<file path="src/rtl/i2s_master_tx_pkg.sv">
// Shared audio constants for the I2S blocks: default widths, clock division and the slot layout.
package i2s_master_tx_pkg;

  localparam int BITSIZE_DEF  = 16;
  localparam int SLOTBITS_DEF = 32;
  localparam int CLKDIV_DEF   = 8;

  // LRCLK level names the slot being transmitted.
  typedef enum logic {
    SLOT_LEFT  = 1'b0,
    SLOT_RIGHT = 1'b1
  } slot_e;

  function automatic int frame_bits(input int slotbits);
    return 2 * slotbits;
  endfunction

endpackage

</file>
<file path="src/rtl/i2s_master_tx_clkgen.sv">
// Master-mode clock generator: divides osc into MCLK (osc/4) and BCLK, and flags the BCLK falling-edge cycle.
module i2s_master_tx_clkgen
  import i2s_master_tx_pkg::*;
#(
  parameter int CLKDIV = CLKDIV_DEF
) (
  input  logic osc,
  input  logic rst,
  output logic mclk,
  output logic bclk,
  output logic tick_fall
);

  localparam int PERIOD = 2 * CLKDIV;
  localparam int DW     = $clog2(PERIOD);
  localparam logic [DW-1:0] DIV_LAST = DW'(PERIOD - 1);
  localparam logic [DW-1:0] DIV_HALF = DW'(CLKDIV);

  logic [DW-1:0] div;
  logic [DW-1:0] div_next;

  always_comb begin
    div_next = (div == DIV_LAST) ? '0 : div + 1'b1;
  end

  // NOTE: clocked state uses non-blocking assignments so every register sees pre-edge values.
  always_ff @(posedge osc) begin
    if (rst) begin
      div  <= '0;
      mclk <= 1'b0;
      bclk <= 1'b0;
    end else begin
      div  <= div_next;
      mclk <= div_next[1];
      if (div_next == DIV_HALF) begin
        bclk <= 1'b1;
      end else if (div_next == '0) begin
        bclk <= 1'b0;
      end
    end
  end

  // Registered outputs toggle on the edge that ends this cycle, so bclk falls together with the frame logic.
  assign tick_fall = (div == DIV_LAST);

endmodule

</file>
<file path="src/rtl/i2s_master_tx.sv">
// Clock-master I2S transmitter: one-entry sample buffer feeding a frame shifter with standard one-BCLK data delay.
module i2s_master_tx
  import i2s_master_tx_pkg::*;
#(
  parameter int BITSIZE  = BITSIZE_DEF,
  parameter int SLOTBITS = SLOTBITS_DEF,
  parameter int CLKDIV   = CLKDIV_DEF
) (
  input  logic               osc,
  input  logic               rst,
  input  logic [BITSIZE-1:0] left_in,
  input  logic [BITSIZE-1:0] right_in,
  input  logic               in_valid,
  output logic               in_ready,
  output logic               mclk,
  output logic               bclk,
  output logic               lrclk,
  output logic               sdata,
  output logic               frame_start,
  output logic               underrun
);

  localparam int FRAME_BITS = frame_bits(SLOTBITS);
  localparam int CW         = $clog2(FRAME_BITS);
  localparam logic [CW-1:0] K_LAST  = CW'(FRAME_BITS - 1);
  localparam logic [CW-1:0] K_RIGHT = CW'(SLOTBITS);

  logic                  tick_fall;
  logic [CW-1:0]         bit_cnt;
  logic [CW-1:0]         k;
  logic                  load;
  logic                  accept;
  logic                  full;
  logic [BITSIZE-1:0]    held_left;
  logic [BITSIZE-1:0]    held_right;
  logic [FRAME_BITS-1:0] word;
  logic [FRAME_BITS-1:0] shift;

  i2s_master_tx_clkgen #(
    .CLKDIV(CLKDIV)
  ) u_clkgen (
    .osc      (osc),
    .rst      (rst),
    .mclk     (mclk),
    .bclk     (bclk),
    .tick_fall(tick_fall)
  );

  // NOTE: every signal gets a default at the top of always_comb so no path can infer a latch.
  always_comb begin
    k      = (bit_cnt == K_LAST) ? '0 : bit_cnt + 1'b1;
    load   = tick_fall && (k == '0);
    accept = in_valid && in_ready;
    word   = '0;
    if (full) begin
      // Each sample starts one bit after its LRCLK edge.
      word[FRAME_BITS-2 -: BITSIZE] = held_left;
      word[SLOTBITS-2   -: BITSIZE] = held_right;
    end
  end

  // NOTE: sample storage has no reset; the full flag alone decides whether its contents are used.
  always_ff @(posedge osc) begin
    if (accept) begin
      held_left  <= left_in;
      held_right <= right_in;
    end
  end

  always_ff @(posedge osc) begin
    if (rst) begin
      bit_cnt     <= K_LAST;
      shift       <= '0;
      sdata       <= 1'b0;
      lrclk       <= SLOT_RIGHT;
      full        <= 1'b0;
      in_ready    <= 1'b1;
      frame_start <= 1'b0;
      underrun    <= 1'b0;
    end else begin
      frame_start <= 1'b0;
      underrun    <= 1'b0;
      if (tick_fall) begin
        bit_cnt <= k;
        lrclk   <= (k >= K_RIGHT) ? SLOT_RIGHT : SLOT_LEFT;
        if (load) begin
          sdata       <= word[FRAME_BITS-1];
          shift       <= word << 1;
          frame_start <= 1'b1;
          underrun    <= !full;
        end else begin
          sdata <= shift[FRAME_BITS-1];
          shift <= shift << 1;
        end
      end
      // A load drains the buffer using pre-edge contents; a same-cycle accept refills it.
      full     <= accept || (full && !load);
      in_ready <= !(accept || (full && !load));
    end
  end

endmodule

</file>
<file path="config.mk">
export PLATFORM = sky130hd
export DESIGN_NAME = i2s_master_tx
export DESIGN_NICKNAME = d
export VERILOG_FILES = /design/src/rtl/i2s_master_tx_pkg.sv /design/src/rtl/i2s_master_tx_clkgen.sv /design/src/rtl/i2s_master_tx.sv
export SDC_FILE = /design/constraint.sdc
export NUM_CORES = 1
export LEC_CHECK = 0
export BUFFER_PORTS_ARGS = -buffer_cell sky130_fd_sc_hd__buf_2
export CAP_MARGIN = 30
export CORE_MARGIN = 2
export CORE_UTILIZATION = 25
export DETAILED_ROUTE_END_ITERATION = 8
export GPL_TIMING_DRIVEN = 0
export SYNTH_ARGS = -nofsm -noshare
export SYNTH_HDL_FRONTEND = slang
export SYNTH_SLANG_ARGS = --single-unit
</file>
<file path="constraint.sdc">
create_clock -name osc -period 1.6 [get_ports osc]
set_input_delay 0.08 -clock osc [delete_from_list [all_inputs] [get_ports osc]]
set_output_delay 0.08 -clock osc [all_outputs]
set_load 0.01 [all_outputs]
</file>
==> results of run 1 <==
## placed cells by master, fill, tap and decap left out, types with 4 or more instances in the layout
master         instances
dfxtp_1               57
buf_2                 45
nor2_1                39
nand4_1               32
edfxtp_1              32
dlygate4sd3_1         32
nand2_1               24
a311oi_1              22
a21oi_1               22
buf_4                 19
o21ai_0               18
o211ai_1              17
o21ai_1               14
clkbuf_1              12
buf_6                 11
clkbuf_16             11
clkbuf_2               9
a311oi_2               9
buf_8                  5
and3_4                 4
dfxtp_4                4
dfxtp_2                4
## logic make-up after synthesis
kind of cell | share of synthesized area, %
AOI/OAI and AO/OA | 20.0
adders and majority gates | 0.960
buffers and inverters | 5.79
xor gates and xnor gates | 1.09
DFF | 57.9
and+or+nand+nor | 14.3
## final cells by class
| type | instances | share of cell area, % |
|---|---|---|
| Inverter | 3 | 0.201 |
| Sequential cell | 97 | 40.8 |
| Multi-Input combinational cell | 238 | 28.2 |
| Timing Repair Buffer | 98 | 15.1 |
| Buffer | 40 | 5.44 |
| Clock buffer | 14 | 4.90 |
| Tap cell | 211 | 4.72 |
| Clock inverter | 2 | 0.626 |
## report_power, final
group	total (mW)	switching [mW]	internal [mW]
clock network	2.22	0.883	1.34
logic	0.242	0.116	0.126
registers	2.64	0.0250	2.61
total	5.10	1.02	4.07
## how the worst max path moves through the flow
stage,slack [ns],end,cells past startpoint,start
final,-0.28,shift[44],9,bit_cnt[1]
after global routing,-0.29,shift[44],9,bit_cnt[0]
after CTS,-0.15,shift[58],8,bit_cnt[0]
after detailed placement,-0.29,shift[58],6,u_clkgen.div[0]
after global placement,-0.30,shift[45],7,u_clkgen.div[0]
after floorplan,0.0001,shift[38],8,bit_cnt[0]
## routing by layer
metal	GRT usage, %	vias up
met3	3.18	20
met5	0	-
li1	-	1645
met1	14.8	1606
met2	20.4	94
met4	5.18	0
## registers in the layout, indices dropped and copies added, names as in the netlist, 4 cells and up
name          cells
held_right       16
bit_cnt           6
u_clkgen.div      4
shift            48
held_left        16
## repair_timing
action / in CTS / in global routing
hold buffers: 32 / 0
setup endpoints to repair: 58 / 58
setup buffers: 17 / 1
gates cloned: 4 / 3
pin swaps: 67 / 14
endpoints found under the hold margin: 32 / 0
gates resized for setup: 48 / 26
## critical path, cell delays in order (launching register included)
cell and delay (ns):
dfxtp_4 0.37, ha_4 0.19, nor3_2 0.11, a31o_1 0.18, buf_6 0.12, o211ai_4 0.13
buf_6 0.18, buf_8 0.12, o211ai_1 0.24, a21oi_1 0.10
==> impl_metrics.tcl, run 1 <==
set metrics [dict create \
    status "finished with violations" \
    violations "setup timing" \
    synthArstFlopShare_pct 0 \
    synthTopCellsByArea "dfxtp_1 33%, edfxtp_1 25%, a311oi_1 6.9%" \
    synth_edf_count 32 \
    yosys-top-cells-count "65 x dfxtp_1, 39 x nor2_1, 32 x edfxtp_1, 32 x nand4_1, 31 x a311oi_1" \
    rr_startpoint "bit_cnt[1]" \
    reg2reg_to "shift[44]" \
    max_freq_mhz 531 \
    synth_most_common_cell "dfxtp_1" \
    r2r_setup_slack_ns -0.28 \
    drc 0 \
    ios 42 \
    nFillCells 1494 \
    antenna_found_initial 0 \
    setup_violations 53 \
    gp_congestion 0.848 \
    drtAntennaViolNets 0 \
    cap_viol_max_count 0 \
    hold_path.class "in -> reg" \
    core_area_um2 15300 \
    hold_viol 0 \
    slew_headroom_pct 64.2 \
    fin_cells 703 \
    final-seq-area_um2 2280 \
    grt_usage_pct 12.1 \
    synth_area_leader_cell "dfxtp_1" \
    numClockSinks 97 \
    cts_root_buffer "clkbuf_16" \
    synth-seq-cells 97 \
    timing.final.crit_share_pct 118 \
    drive_gt1_share_pct 29.3 \
    clkTransAtPathRegs_ns 0.06 \
    multi_input_area_um2 1580 \
    p_leak_nw 1.92 \
    cp_max_fo 6 \
    syn_area_um2 3910 \
    grt_max_degree 27 \
    syn-num-nets 416 \
    syn_to_final_growth_pct 43.1 \
    met2WireLength_um 4860 \
    fin_util_pct 36.7 \
    n_antenna_cell 0 \
    die_y_um 129 \
    setup_tns_ns -8.67 \
    min_to "full" \
    cts_buffer_depth 2 \
    cp.required_ns 1.82 \
    fin_worst_skew_ns 0.00648 \
    synth.distinct_cells 35 \
    ir_worst_vdd_v 0.000583 \
    wl_met1_um 4440 \
    end_kind "flop" \
    syn_inst 378 \
    die_x_um 129 \
    p_total_mw 5.10 \
    setup_ws_ns -0.284 \
    highest_layer "met4" \
    fin_crit_ns 1.88 \
    ys.flop_type "dfxtp_1" \
    wl_um 10000 \
    placed_cells 630 \
    routed-wl-met3_um 458 \
    dp_hpwl_um 6110 \
    num_vias 3365 \
    p_per_area_nw_per_um2 912 \
    whs_path_depth 3 \
    worst-slew-pin-transition_ns 0.536 \
    stdcell_area_um2 5590 \
    rsz0062_at_grt "true" \
    overflow 0 \
    hp-start "in_valid" \
    grt_pass1_vias 3209 \
    hold_ws_ns 0.0369 \
    finalMaxSlewViolations 0 \
    fin_nets 525 \
    port_buffers 40 \
    ff2ff_path_depth 9 \
    insertion_delay_ns 0.35 \
    grt_pass1_wl_um 15700 \
    cts_max_level 3 \
    ys.warnings.count 0 \
    critPathKind "reg -> reg" \
    rows 45 \
    viasPerCell 4.79 \
    drt_pass1_iterations 4 \
    tritoncts "yes" \
    synth_top_area_share_pct 33.3 \
    synth-seq-area-share_pct 57.9 \
    numCtsBuffers 9 \
    initial_utilization_pct 25.6 \
    die_area_um2 16700 \
    avgRoutedWirePerCell_um 14.3 \
    cp.arrival_ns 2.10 \
    startpoint_type "flop" \
    placed_area_um2 4440 \
    post-place-ws_ns -0.294 \
    syn_area_per_cell_um2 10.3 \
    drtIter0Drc 224 \
]
(Power assumes the default switching activity.)
==> run 2, diff against run 1 <==
--- a/config.mk
+++ b/config.mk
@@ -8,7 +8,7 @@
 export BUFFER_PORTS_ARGS = -buffer_cell sky130_fd_sc_hd__buf_2
 export CAP_MARGIN = 30
 export CORE_MARGIN = 2
-export CORE_UTILIZATION = 25
+export CORE_UTILIZATION = 28
 export DETAILED_ROUTE_END_ITERATION = 8
 export GPL_TIMING_DRIVEN = 0
 export SYNTH_ARGS = -nofsm -noshare
==> run 2 against run 1 <==
The flow still finishes with violations (setup timing); sequential power about the same; design area decreased by 0.74%; combinational power about the same; utilization increased by 3.7 points; worst setup slack improved by 0.086 ns; sequential share of layout area increased by 0.33 points; clock skew increased by 0.00099 ns; power decreased by 2.2%.
==> impl_metrics.tcl, run 2 (synthesis gave the netlist of run 1 again) <==
set metrics [dict create \
    n_antenna_cell 0 \
    p_leak_nw 1.92 \
    grt_usage_pct 13.0 \
    num_vias 3401 \
    insertion_delay_ns 0.35 \
    violations "setup timing" \
    reg_top3 "shift x48, held_left x16, held_right x16" \
    nFillCells 1354 \
    drt_pass1_iterations 5 \
    crit_path_frequent_cell "and3_4" \
    cts_buffer_depth 2 \
    stdcell_area_um2 5550 \
    cts_max_level 3 \
    p_seq_share_pct 52.8 \
    grt_max_degree 28 \
    finalMaxSlewViolations 0 \
    fin_nets 524 \
    final-seq-area_um2 2280 \
    final_common_cell "dfxtp_1" \
    setup_ws_ns -0.198 \
    grt_pass1_wl_um 15300 \
    initial_utilization_pct 28.4 \
    timing.final.crit_share_pct 112 \
    grt_pass1_vias 3171 \
    ios 42 \
    end_kind "flop" \
    multi_input_area_um2 1570 \
    max_stage_delay_ns 0.37 \
    drive_gt1_share_pct 28.8 \
    cts_root_buffer "clkbuf_16" \
    worst-slew-pin-transition_ns 0.578 \
    rsz0062_at_grt "true" \
    post-place-ws_ns -0.324 \
    slew_headroom_pct 61.5 \
    pwr-share-clk_pct 42.4 \
    overflow 0 \
    rows 43 \
    drtIter0Drc 240 \
    slowest_stage "dfxtp_4" \
    cp.required_ns 1.84 \
    switching_power_mw 1.02 \
    die_area_um2 14900 \
    worstPathCellList "and3_4, and3_4, o211ai_4, buf_6, o21ai_1, a311oi_1" \
    antenna_found_initial 0 \
    dp_hpwl_um 6060 \
    p_per_area_nw_per_um2 898 \
    power_frac_comb_pct 4.8 \
    die_y_um 122 \
    largest_reg_flops 48 \
    die_x_um 122 \
    wl_um 9960 \
    fin_crit_ns 1.80 \
    hold_viol 0 \
    placed_area_um2 4410 \
    critPathKind "reg -> reg" \
    status "finished with violations" \
    p_total_mw 4.99 \
    ir_worst_vdd_v 0.000557 \
    p_int_mw 3.96 \
    max_freq_mhz 556 \
    core_area_um2 13800 \
    setup_violations 54 \
    largest_register "shift" \
    tritoncts "yes" \
    port_buffers 40 \
    gp_congestion 0.827 \
    clkTransAtPathRegs_ns 0.06 \
    cp.arrival_ns 2.04 \
    numCtsBuffers 9 \
    fin_worst_skew_ns 0.00747 \
    cap_viol_max_count 0 \
    drtAntennaViolNets 0 \
    hold_path.class "in -> reg" \
    viasPerCell 5.08 \
    numClockSinks 97 \
    mostFrequentLayoutCells "58 x dfxtp_1, 45 x buf_2, 39 x nor2_1" \
    drc 0 \
    avgRoutedWirePerCell_um 14.9 \
    syn_to_final_growth_pct 42.0 \
    setup_tns_ns -6.88 \
    startpoint_type "flop" \
    p_sw_share_pct 20.5 \
    cp_max_fo 6 \
]
==> run 2: worst paths after layout <==
kind,slack [ns],to,depth (start not counted),startpoint
hold reg to reg,0.46,shift[37],2,shift[37]
hold / removal,0.05,full,3,in_valid
setup / recovery,-0.20,shift[23],6,bit_cnt[3]
setup reg to reg,-0.20,shift[23],6,bit_cnt[3]
==> run 2: critical path: cells and delay by family (launching register included) <==
kind	cells	cell delay (ns)
flops	1	0.37
compound gates	3	0.73
buf+inv	1	0.20
simple gates	2	0.38
==> run 2: repair_timing <==
action | CTS | global route
cloned | 4 | 3
gates resized for setup | 59 | 22
endpoints found under the hold margin | 32 | 0
hold buffers | 32 | 0
pin swaps | 36 | 32
setup buffers | 14 | 3
endpoints found under the setup margin | 58 | 58
==> run 2: power groups by stage <==
stage | clock network (mW) | logic, mW | registers, mW
global route | 2.24 | 0.266 | 2.64
detailed placement | 0 | 0.172 | 2.70
CTS | 2.16 | 0.241 | 2.63
finish | 2.11 | 0.242 | 2.63
global placement | 0 | 0.154 | 2.70
floorplan | 0 | 0.0817 | 2.69
==> run 2: per-layer routing <==
layer / up-vias / global-route usage (%) / part of all wire, %
met2: 120 / 21.2 / 48
met5: - / 0 / 0
met3: 16 / 3.56 / 5.8
li1: 1645 / - / -
met4: 0 / 5.75 / 2.2
met1: 1620 / 16.0 / 44
==> run 2: metrics by stage <==
step	cells	util (%)	hold slack, ns
3_3_place_gp	598	31.8	0.258
3_5_place_dp	599	32.0	0.258
4_1_cts	664	38.8	0.0529
6_report	670	40.3	0.0537
5_1_grt	670	40.3	0.0667
2_1_floorplan	378	-	0.179
==> run 2: final cells by class <==
class | instances | share of cell area (%)
plain buffers | 40 | 5.66
clock inverters | 2 | 0.180
inverters | 3 | 0.203
multi-input cells | 238 | 28.3
flip-flops and latches | 97 | 41.1
well taps | 180 | 4.06
repair buffers | 97 | 15.4
clock buffers | 13 | 5.09
==> run 3, diff against run 2 <==
--- a/config.mk
+++ b/config.mk
@@ -6,11 +6,12 @@
 export NUM_CORES = 1
 export LEC_CHECK = 0
 export BUFFER_PORTS_ARGS = -buffer_cell sky130_fd_sc_hd__buf_2
-export CAP_MARGIN = 30
 export CORE_MARGIN = 2
 export CORE_UTILIZATION = 28
+export CTS_CLUSTER_DIAMETER = 200
 export DETAILED_ROUTE_END_ITERATION = 8
 export GPL_TIMING_DRIVEN = 0
+export HOLD_SLACK_MARGIN = 0.1
 export SYNTH_ARGS = -nofsm -noshare
 export SYNTH_HDL_FRONTEND = slang
 export SYNTH_SLANG_ARGS = --single-unit
==> run 3 against run 2 <==
Final cell count is 1.0% lower; highest routed layer unchanged; worst setup slack lost 0.022 ns; critical path type unchanged; first-iteration DRC count shrank 20%; power is 2.6% higher; clock power up 6%; sequential share of layout area up 0.95 points; clock-buffer cell count increased by 1; the flow still finishes with violations (setup timing); flip-flop and latch count is the same.
==> impl_metrics.tcl, run 3 (synthesis gave the netlist of run 1 again) <==
set metrics [dict create \
    fin_util_pct 39.4 \
    rsz0062_at_grt "true" \
    port_buffers 40 \
    fin_nets 516 \
    dp_hpwl_um 6060 \
    tritoncts "yes" \
    setup_violations 53 \
    die_y_um 122 \
    hold_ws_ns 0.210 \
    numCtsBuffers 9 \
    drtAntennaViolNets 0 \
    p_total_mw 5.12 \
    ff2ff_path_depth 8 \
    core_area_um2 13800 \
    grt_max_degree 33 \
    p_per_area_nw_per_um2 943 \
    worst-slew-pin-transition_ns 0.648 \
    timing.final.crit_share_pct 114 \
    setup_tns_ns -7.74 \
    die_x_um 122 \
    gp_congestion 0.827 \
    drc 0 \
    max_freq_mhz 550 \
    clkTransAtPathRegs_ns 0.07 \
    reg_top3 "shift x48, held_left x16, held_right x16" \
    overflow 0 \
    finalMaxSlewViolations 0 \
    rows 43 \
    nFillCells 1355 \
    final-seq-area_um2 2280 \
    reg2reg_to "shift[61]" \
    ir_worst_vdd_v 0.000432 \
    hold_viol 0 \
    critPathKind "reg -> reg" \
    hp-start "rst" \
    whs_path_depth 2 \
    viasPerCell 5.06 \
    startpoint_type "flop" \
    slowest_stage "dfxtp_4" \
    mostFrequentLayoutCells "58 x dfxtp_1, 46 x buf_2, 39 x nor2_1" \
    die_area_um2 14900 \
    grt_pass1_wl_um 15800 \
    worstPathCellList "ha_4, nor3_4, a31o_1, o211a_4, buf_12, buf_8, nand4_1, a311oi_2" \
    fin_crit_ns 1.82 \
    antenna_found_initial 0 \
    multi_input_area_um2 1580 \
    end_kind "flop" \
    cp_max_fo 5 \
    fin_worst_skew_ns 0.00659 \
    status "finished with violations" \
    placed_area_um2 4380 \
    final_common_cell "dfxtp_1" \
    r2r_setup_slack_ns -0.22 \
    largest_reg_flops 48 \
    grt_usage_pct 13.5 \
    numClockSinks 97 \
    num_vias 3354 \
    cap_viol_max_count 0 \
    drt_pass1_iterations 5 \
    placed_cells 598 \
    stdcell_area_um2 5430 \
    cts_buffer_depth 2 \
    drive_gt1_share_pct 27.7 \
    fin_cells 663 \
    cp.required_ns 1.85 \
    post-place-ws_ns -0.304 \
    cp.arrival_ns 2.07 \
    violations "setup timing" \
    cts_max_level 3 \
    n_antenna_cell 0 \
    avgRoutedWirePerCell_um 15.1 \
    insertion_delay_ns 0.34 \
    drtIter0Drc 192 \
    min_to "u_clkgen.div[1]" \
    rr_startpoint "bit_cnt[0]" \
    slew_headroom_pct 56.8 \
    largest_register "shift" \
    setup_ws_ns -0.220 \
    initial_utilization_pct 28.4 \
    ios 42 \
    grt_pass1_vias 3253 \
    hold_path.class "in -> reg" \
    cts_root_buffer "clkbuf_16" \
    syn_to_final_growth_pct 38.8 \
    wl_um 10000 \
    p_leak_nw 1.86 \
    max_stage_delay_ns 0.37 \
]
## run 3: cell types whose count changed in the layout (fill, tap and decap cells not counted), moves of 3 or more
| cell | delta |
|---|---|
| buf_4 | -3 |
| o21ai_0 | -3 |
| o21ai_1 | +3 |
| clkbuf_16 | -3 |
## run 3: metal layers
metal / global-route usage (%) / vias to the layer above / routed length [um]
li1: - / 1626 / -
met3: 2.76 / 16 / 405
met2: 22.0 / 115 / 4780
met5: 0 / - / 0
met1: 17.0 / 1597 / 4600
met4: 6.90 / 0 / 214
## run 3: worst max-delay path: cells and delay by family (launching register included)
kind,cells,cell delay [ns]
adder cells (fa/ha/maj),1,0.18
AND/OR/NAND/NOR,2,0.22
flip-flops,1,0.37
AO/OA/AOI/OAI,3,0.69
buffers and inverters,2,0.26
## run 3: repair_timing
item / CTS / global route
cloned: 4 / 2
setup endpoints to repair: 89 / 89
pin swaps: 45 / 18
hold endpoints to repair: 32 / 0
resized for setup: 58 / 20
setup buffers: 11 / 0
hold buffers: 32 / 0
## run 3: worst max-delay path by stage
stage,endpoint,slack (ns),startpoint
detailed placement,shift[61],-0.30,u_clkgen.div[0]
floorplan,shift[38],0.0001,bit_cnt[0]
finish,shift[61],-0.22,bit_cnt[0]
global placement,shift[45],-0.28,u_clkgen.div[0]
global route,shift[61],-0.30,bit_cnt[0]
CTS,shift[23],-0.14,bit_cnt[4]
## run 3: layout make-up
| cell class | instances | area share [%] |
|---|---|---|
| tap | 180 | 4.15 |
| multi-input combinational | 238 | 29.1 |
| clock buffer | 14 | 5.07 |
| timing repair buffer | 88 | 13.0 |
| sequential | 97 | 42.1 |
| buffer | 40 | 5.49 |
| inverter | 3 | 0.277 |
| timing repair inverter | 1 | 0.138 |
| clock inverter | 2 | 0.646 |
## run 3: power by group
part / switching, mW / internal (mW) / total [mW]
clock network: 0.895 / 1.35 / 2.24
logic: 0.123 / 0.114 / 0.238
registers: 0.0263 / 2.61 / 2.63
total: 1.04 / 4.07 / 5.12
